[config.mk]
export PLATFORM = sky130hd
export DESIGN_NAME = pe_fxp_param
export DESIGN_NICKNAME = d
export VERILOG_FILES = /design/src/rtl/pe_fxp_param.sv
export SDC_FILE = /design/constraint.sdc
export NUM_CORES = 1
export LEC_CHECK = 0
export BUFFER_PORTS_ARGS = -buffer_cell sky130_fd_sc_hd__buf_4
export CAP_MARGIN = 15
export CORE_ASPECT_RATIO = 2
export CORE_MARGIN = 2
export CORE_UTILIZATION = 25
export CTS_CLUSTER_SIZE = 8
export DETAILED_ROUTE_END_ITERATION = 12
export HOLD_SLACK_MARGIN = 0.12
export PLACE_DENSITY = 0.46
export SYNTH_ARGS = -nofsm -noshare
export SYNTH_HDL_FRONTEND = slang
export SYNTH_SLANG_ARGS = --single-unit
export TNS_END_PERCENT = 5
[constraint.sdc]
create_clock -name clk -period 12 [get_ports clk]
set_input_delay 2.4 -clock clk [delete_from_list [all_inputs] [get_ports clk]]
set_output_delay 2.4 -clock clk [all_outputs]
set_load 0.02 [all_outputs]
[src/rtl/pe_fxp_param.sv]
// Weight-stationary systolic PE with parametrised Q-format MAC, double-buffered
// weights, optional saturation and a sticky overflow flag.
module pe_fxp_param #(
    parameter int DATA_WIDTH = 16,
    parameter int FRAC_BITS  = 8,
    parameter int SATURATE   = 1
) (
    input  logic                  clk,
    input  logic                  rst,
    input  logic [DATA_WIDTH-1:0] pe_psum_in,
    input  logic [DATA_WIDTH-1:0] pe_weight_in,
    input  logic                  pe_accept_w_in,
    input  logic [DATA_WIDTH-1:0] pe_input_in,
    input  logic                  pe_valid_in,
    input  logic                  pe_switch_in,
    input  logic                  pe_clear_ovf_in,
    output logic [DATA_WIDTH-1:0] pe_psum_out,
    output logic [DATA_WIDTH-1:0] pe_weight_out,
    output logic                  pe_accept_w_out,
    output logic [DATA_WIDTH-1:0] pe_input_out,
    output logic                  pe_valid_out,
    output logic                  pe_switch_out,
    output logic                  pe_weight_loaded_out,
    output logic                  pe_overflow_out
);

    localparam int DW = DATA_WIDTH;
    localparam int PW = 2 * DATA_WIDTH;
    localparam logic [DW-1:0] MaxVal = {1'b0, {(DW-1){1'b1}}};
    localparam logic [DW-1:0] MinVal = {1'b1, {(DW-1){1'b0}}};
    localparam logic [PW-1:0] RoundConst = PW'(1) << (FRAC_BITS - 1);

    logic [DW-1:0] weightBg_q, weightBg_d;
    logic [DW-1:0] weightAct_q, weightAct_d;
    logic          loaded_q, loaded_d;
    logic          overflow_q, overflow_d;
    logic [DW-1:0] psum_q, psum_d;
    logic [DW-1:0] weightFwd_q, weightFwd_d;
    logic          accept_q, accept_d;
    logic [DW-1:0] input_q, input_d;
    logic          valid_q, valid_d;
    logic          switch_q, switch_d;

    logic signed [PW-1:0] inExt, wExt, product, rounded, shifted;
    logic [DW-1:0]        mulRes, sumRes;
    logic [DW:0]          sumExt;
    logic                 mulOvf, addOvf;

    // Operands are sign-extended to full product width so the multiply is exact.
    always_comb begin
        inExt   = {{DW{pe_input_in[DW-1]}}, pe_input_in};
        wExt    = {{DW{weightAct_q[DW-1]}}, weightAct_q};
        product = inExt * wExt;
        rounded = product + RoundConst;
        shifted = rounded >>> FRAC_BITS;
        mulOvf  = (shifted[PW-1:DW-1] != {(DW+1){shifted[DW-1]}});
        mulRes  = shifted[DW-1:0];
        if (SATURATE != 0 && mulOvf) begin
            mulRes = shifted[PW-1] ? MinVal : MaxVal;
        end
        sumExt = {mulRes[DW-1], mulRes} + {pe_psum_in[DW-1], pe_psum_in};
        addOvf = (sumExt[DW] != sumExt[DW-1]);
        sumRes = sumExt[DW-1:0];
        if (SATURATE != 0 && addOvf) begin
            sumRes = sumExt[DW] ? MinVal : MaxVal;
        end
    end

    always_comb begin
        weightBg_d  = pe_accept_w_in ? pe_weight_in : weightBg_q;
        weightAct_d = pe_switch_in ? weightBg_q : weightAct_q;
        loaded_d    = loaded_q | pe_switch_in;
        // A new overflow event on this edge takes priority over the clear request.
        overflow_d  = (pe_valid_in && (mulOvf || addOvf)) ? 1'b1 :
                      (pe_clear_ovf_in ? 1'b0 : overflow_q);
        psum_d      = pe_valid_in ? sumRes : '0;
        input_d     = pe_valid_in ? pe_input_in : input_q;
        valid_d     = pe_valid_in;
        weightFwd_d = pe_accept_w_in ? pe_weight_in : '0;
        accept_d    = pe_accept_w_in;
        switch_d    = pe_switch_in;
    end

    always_ff @(posedge clk or posedge rst) begin
        if (rst) begin
            weightBg_q  <= '0;
            weightAct_q <= '0;
            loaded_q    <= 1'b0;
            overflow_q  <= 1'b0;
            psum_q      <= '0;
            input_q     <= '0;
            valid_q     <= 1'b0;
            weightFwd_q <= '0;
            accept_q    <= 1'b0;
            switch_q    <= 1'b0;
        end else begin
            weightBg_q  <= weightBg_d;
            weightAct_q <= weightAct_d;
            loaded_q    <= loaded_d;
            overflow_q  <= overflow_d;
            psum_q      <= psum_d;
            input_q     <= input_d;
            valid_q     <= valid_d;
            weightFwd_q <= weightFwd_d;
            accept_q    <= accept_d;
            switch_q    <= switch_d;
        end
    end

    assign pe_psum_out          = psum_q;
    assign pe_weight_out        = weightFwd_q;
    assign pe_accept_w_out      = accept_q;
    assign pe_input_out         = input_q;
    assign pe_valid_out         = valid_q;
    assign pe_switch_out        = switch_q;
    assign pe_weight_loaded_out = loaded_q;
    assign pe_overflow_out      = overflow_q;

endmodule

==> Yosys cells after proc, flatten, opt, wreduce, memory -nomap -nowiden <==
Cells that the tools add are included.
{ "op_classes": {"n_addsub": 2, "n_mul": 1, "n_eq_ne": 2, "n_mux": 8, "n_bitwise": 1, "reduce_logical": 3} }
{ "op_table": {"columns": ["op", "count"], "rows": [
  ["$mux W16", 6],
  ["$add A32 B8 Y32 const B", 1],
  ["$mul A16 B16 Y32", 1],
  ["$add A16 B16 Y17", 1],
  ["$ne A16 B16 Y1", 1],
  ["$mux W1", 2],
  ["$reduce_bool A2 Y1", 1],
  ["$logic_and A1 B1 Y1", 1],
  ["$logic_or A1 B1 Y1", 1],
  ["$ne A1 B1 Y1", 1],
  ["$or A1 B1 Y1", 1]
]} }
{ "totals": {"register_bits": 85, "in_bits": 54, "output_inout_bits": 53, "elab_cells": 27} }

==> Logic depth before layout (Yosys ltp) <==
{ "depth": {"depth_word": 9, "mapped_depth": 41, "mapped_depth_nobuf": 36} }

==> Least setup slack after synthesis <==
No wires, ideal clock.
{ "synth_timing": {"kind": "input port to flip-flop", "from": "input pe_input_in[15]", "to": "register psum_q[7] (netlist: pe_psum_out[7])", "setup_ns": 0.077, "arrival_ns": 11.562, "t_required_ns": 11.923, "slack_ns": 0.361, "path_stages": 39, "n_path_buf": 5, "path_cell_list": "clkbuf_1 -> clkbuf_1 -> nand2_1 -> inv_1 -> fa_1 -> fa_1 -> inv_1 -> fa_1 -> fa_1 -> inv_1 -> fa_1 -> inv_1 -> fa_1 -> inv_1 -> ha_1 -> buf_4 -> nand2_1 -> nor2_2 -> [... 3 more ...] -> nor2_1 -> nor4b_4 -> and2_1 -> buf_4 -> a221o_1 -> ha_1 -> inv_1 -> fa_1 -> nand3b_1 -> a211o_1 -> a311oi_1 -> o2111ai_1 -> a31oi_1 -> nor4_1 -> a21oi_1 -> o21ai_0 -> buf_2 -> a21oi_1"} }
{ "synth_via": {"elab_chain_cells": 8, "word_cells_on_any_way": 10, "classes_between": "2 x add/sub; 1 x mul; 2 x eq/ne; 5 x mux"} }
{ "synth_rtl": {"columns": ["item", "line_no", "text"], "rows": [
  ["from (decl)", "13", "input logic [DATA_WIDTH-1:0] pe_input_in,"],
  ["$mul A16 B16 Y32 *", "53", "product = inExt * wExt;"],
  ["$add A32 B8 Y32 *", "54", "rounded = product + RoundConst;"],
  ["$ne A16 B16 Y1 / $mux W16 (equally long branches)", "56, 59", null],
  ["$mux W16 *", "58", "if (SATURATE != 0 && mulOvf) begin"],
  ["$add A16 B16 Y17 *", "61", "sumExt = {mulRes[DW-1], mulRes} + {pe_psum_in[DW-1], pe_psum_in};"],
  ["$mux W16 / $ne A1 B1 Y1 (equally long branches)", "65, 62", null],
  ["$mux W16 *", "64", "if (SATURATE != 0 && addOvf) begin"],
  ["$mux W16 *", "76", "psum_d = pe_valid_in ? sumRes : '0;"],
  ["via psum_d[7]", "37", "logic [DW-1:0] psum_q, psum_d;"],
  ["to (signal assigned)", "101", "psum_q <= psum_d;"],
  ["to (decl)", "37", null]
]} }
The timed path passes the listed nets; every way through them passes the cells marked *.
A chain may end at the register's enable or synchronous reset.

==> Worst setup path after layout <==
{ "layout_timing": {"from": "input pe_input_in[15]", "to": "register psum_q[5] (netlist: pe_psum_out[5])"} }
Same word-level chain as after synthesis.

==> impl_metrics.csv <==
group,metric,value,unit
run_status,status,"completed",
worst_setup_path,cp_max_fo,17,
worst_setup_path,critical_path_arrival,11.58,ns
place,place_congestion,0.8472,
sta,max_freq,0.08867,GHz
clock_network,clockRootBuffer,"clkbuf_16",
worst_setup_path,start_kind,"primary input",
worst_setup_path,critPathRequiredTime,12.30,ns
routing,wl_per_cell,18.11,µm
finish,syn_to_final_growth,13.87,%
synthesis,yosysTopAreaCell,"fa_1",
synthesis,synth_most_common_cell,"inv_1",
worst_setup_path,critPathBufInv,6,
clock_network,post-cts-setup-buffers,0,
synthesis,async_flop_share,100.0,%
synthesis,synthFlopType,"dfrtp_1",
clock_network,clk_latency,0.38,ns
clock_network,numClockSinks,85,
worst_setup_path,slowest_stage,"fa_2",
worst_setup_path,criticalPathCategory,"primary input to register",
finish,final_nets,1950,
routing,wl_met1,14.91,mm
routing,route.detailed.drc,0,
sta,tightest_slew,0.9110,ns
synthesis,yosys-top-cells-count,"inv_1, fa_1, nand2_1",
sta,maxSlewHeadroom,39.26,%
routing,vias_per_cell,4.461,
finish,final_area,15960,µm²
clock_network,clockBufferDepth,2,
sta,fin_skew,0.01767,ns
synthesis,synthesis.area,14010,µm²
routing,vias,10210,
place,dpl-instance-area,15620,µm²
synthesis,synth_area_per_cell,9.611,µm²
routing,wl_met2,24.12,mm
floorplan,dieArea,58070,µm²
clock_network,cts_tree,"done",
floorplan,die_x,171.4,µm
synthesis,synth-edff-count,0,
synthesis,synthCells,1458,
run,drv_cap,0,
floorplan,pin_count,107,
floorplan,coreArea,55410,µm²
clock_network,htreeDepth,3,
sta,setup_viol,0,
sta,hold_violations,0,
routing,drt-total-wl,41.45,mm
routing,first_pass_iters,4,
synthesis,synthDistinctLibCells,69,
synthesis,synthTopCellsByArea,"fa_1, dfrtp_1, inv_1",
sta,period_minus_slack,11.28,ns
synthesis,yosysTopAreaCellShare,37.57,%
hold_path,min_path_type,"register to register",
worst_setup_path,cpMostUsedCell,"fa_1",
routing,ant_nets,0,
sta,slew_viol_final,0,
grt,antenna_found_initial,1,
floorplan,initial_core_util,25.29,%
worst_setup_path,crit_family,"adder cells",
grt,grt_max_degree,66,
worst_setup_path,cp_slowest_stage_delay,0.72,ns
floorplan,die_y,338.8,µm
synthesis,yosysSeqAreaShare,15.18,%
sta,rsz0062_at_grt,"no",
finish,drive_gt1_share,13.86,%
place,dpl.hpwl,34.18,mm
routing,drtIter0Drc,422,
synthesis,yosysWarnings,0,
sta,holdWs,0.4731,ns
floorplan,num_rows,122,
clock_network,cts_hold_buf,0,
sta,tns,0,ns
synthesis,synth_nets,1869,
grt,grt_pass1_wl,65.16,mm
synthesis,ys_ff_latch,85,
finish,fill_cells,5849,
grt,grt_usage,14.86,%
worst_setup_path,regToRegSetupSlack,2.12,ns
clock_network,cts_resized,0,
clock_network,clk_pin_slew,0.07,ns
clock_network,numCtsBuffers,9,
routing,met3_length,1.081,mm
sta,finalCritPeriodShare,93.98,%
grt,grt_pass1_vias,11640,
grt,overflow,0,
place,port_buffers,106,
worst_setup_path,setup.worst_path.end_class,"register",
routing,dr.max_layer_used,"met4",
==> flip-flops by register name, indices dropped and copies added, names as in the netlist <==
signal,flops
pe_weight_loaded_out,1
pe_input_out,16
pe_psum_out,16
weightAct_q,16
pe_accept_w_out,1
pe_valid_out,1
pe_overflow_out,1
pe_weight_out,16
pe_switch_out,1
weightBg_q,16
==> routing by layer <==
metal,up-vias,GRT usage (%)
li1,4641,-
met1,5295,15.27
met2,206,30.02
met3,69,1.471
met4,0,5.261
met5,-,0
==> stage by stage <==
step	setup slack, ns	cells	util [%]
after CTS	0.4991	2288	28.77
after global routing	0.06340	2288	28.79
after global placement	0.1452	2272	28.20
after floorplan	0.3611	1458	-
after detailed placement	0.09634	2272	28.20
final	0.7220	2289	28.79
==> placed cells by master, fill, tap and decap left out, drive strengths merged, types with 8 or more instances in the layout <==
cell    synthesis  routed
inv           320     323
and2          135     135
nand2b          9       9
o21ai          21      21
a21o           10      10
xor2           16      16
dfrtp          85      85
o21a            8       8
nand2         147     147
nor2           62      62
fa            263     263
buf             8     122
nand3          10      10
a21oi          47      47
a221o          12      12
xnor2          29      29
mux2           47      47
clkbuf         44       9
ha             94      94
==> cells by family (layout without fill, tap and decap cells) <==
kind of cell,count (synthesis),after routing,share of synthesized area (%)
other,0,1,0
XOR/XNOR,45,45,2.813
AND/OR/NAND/NOR,402,402,14.39
buffers and inverters,372,458,10.27
AO/OA/AOI/OAI,148,148,7.456
multiplexers,48,48,3.849
flip-flops,85,85,15.18
adder cells (fa/ha/maj),358,358,46.04
==> path summary, 6_finish.rpt <==
path / from / to / cells after the start
max in group asynchronous: rst / weightAct_q[12]$_DFFE_PP0P_ / 3
setup / recovery: pe_input_in[15] / pe_psum_out[5]$_DFF_PP0_ / 32
setup reg to reg: weightAct_q[4]$_DFFE_PP0P_ / pe_psum_out[5]$_DFF_PP0_ / 34
hold reg to reg: pe_weight_loaded_out$_DFF_PP0_ / pe_weight_loaded_out$_DFF_PP0_ / 1
min in group asynchronous: rst / pe_psum_out[3]$_DFF_PP0_ / 2
hold / removal: pe_weight_loaded_out$_DFF_PP0_ / pe_weight_loaded_out$_DFF_PP0_ / 1
==> cell type report <==
| class | count | area (µm²) | area share, % |
|---|---|---|---|
| tap | 744 | 930.9 | 5.834 |
| multi-input combinational | 1001 | 10460 | 65.53 |
| clock buffer | 9 | 225.2 | 1.412 |
| inverter | 320 | 1204 | 7.544 |
| sequential | 85 | 2127 | 13.33 |
| antenna | 1 | 2.502 | 0.01568 |
| clock inverter | 7 | 93.84 | 0.5881 |
| timing repair buffer | 122 | 915.9 | 5.740 |
Power is not shown: default switching activity piles up to over one toggle a cycle in this logic, so the estimate is an artifact.
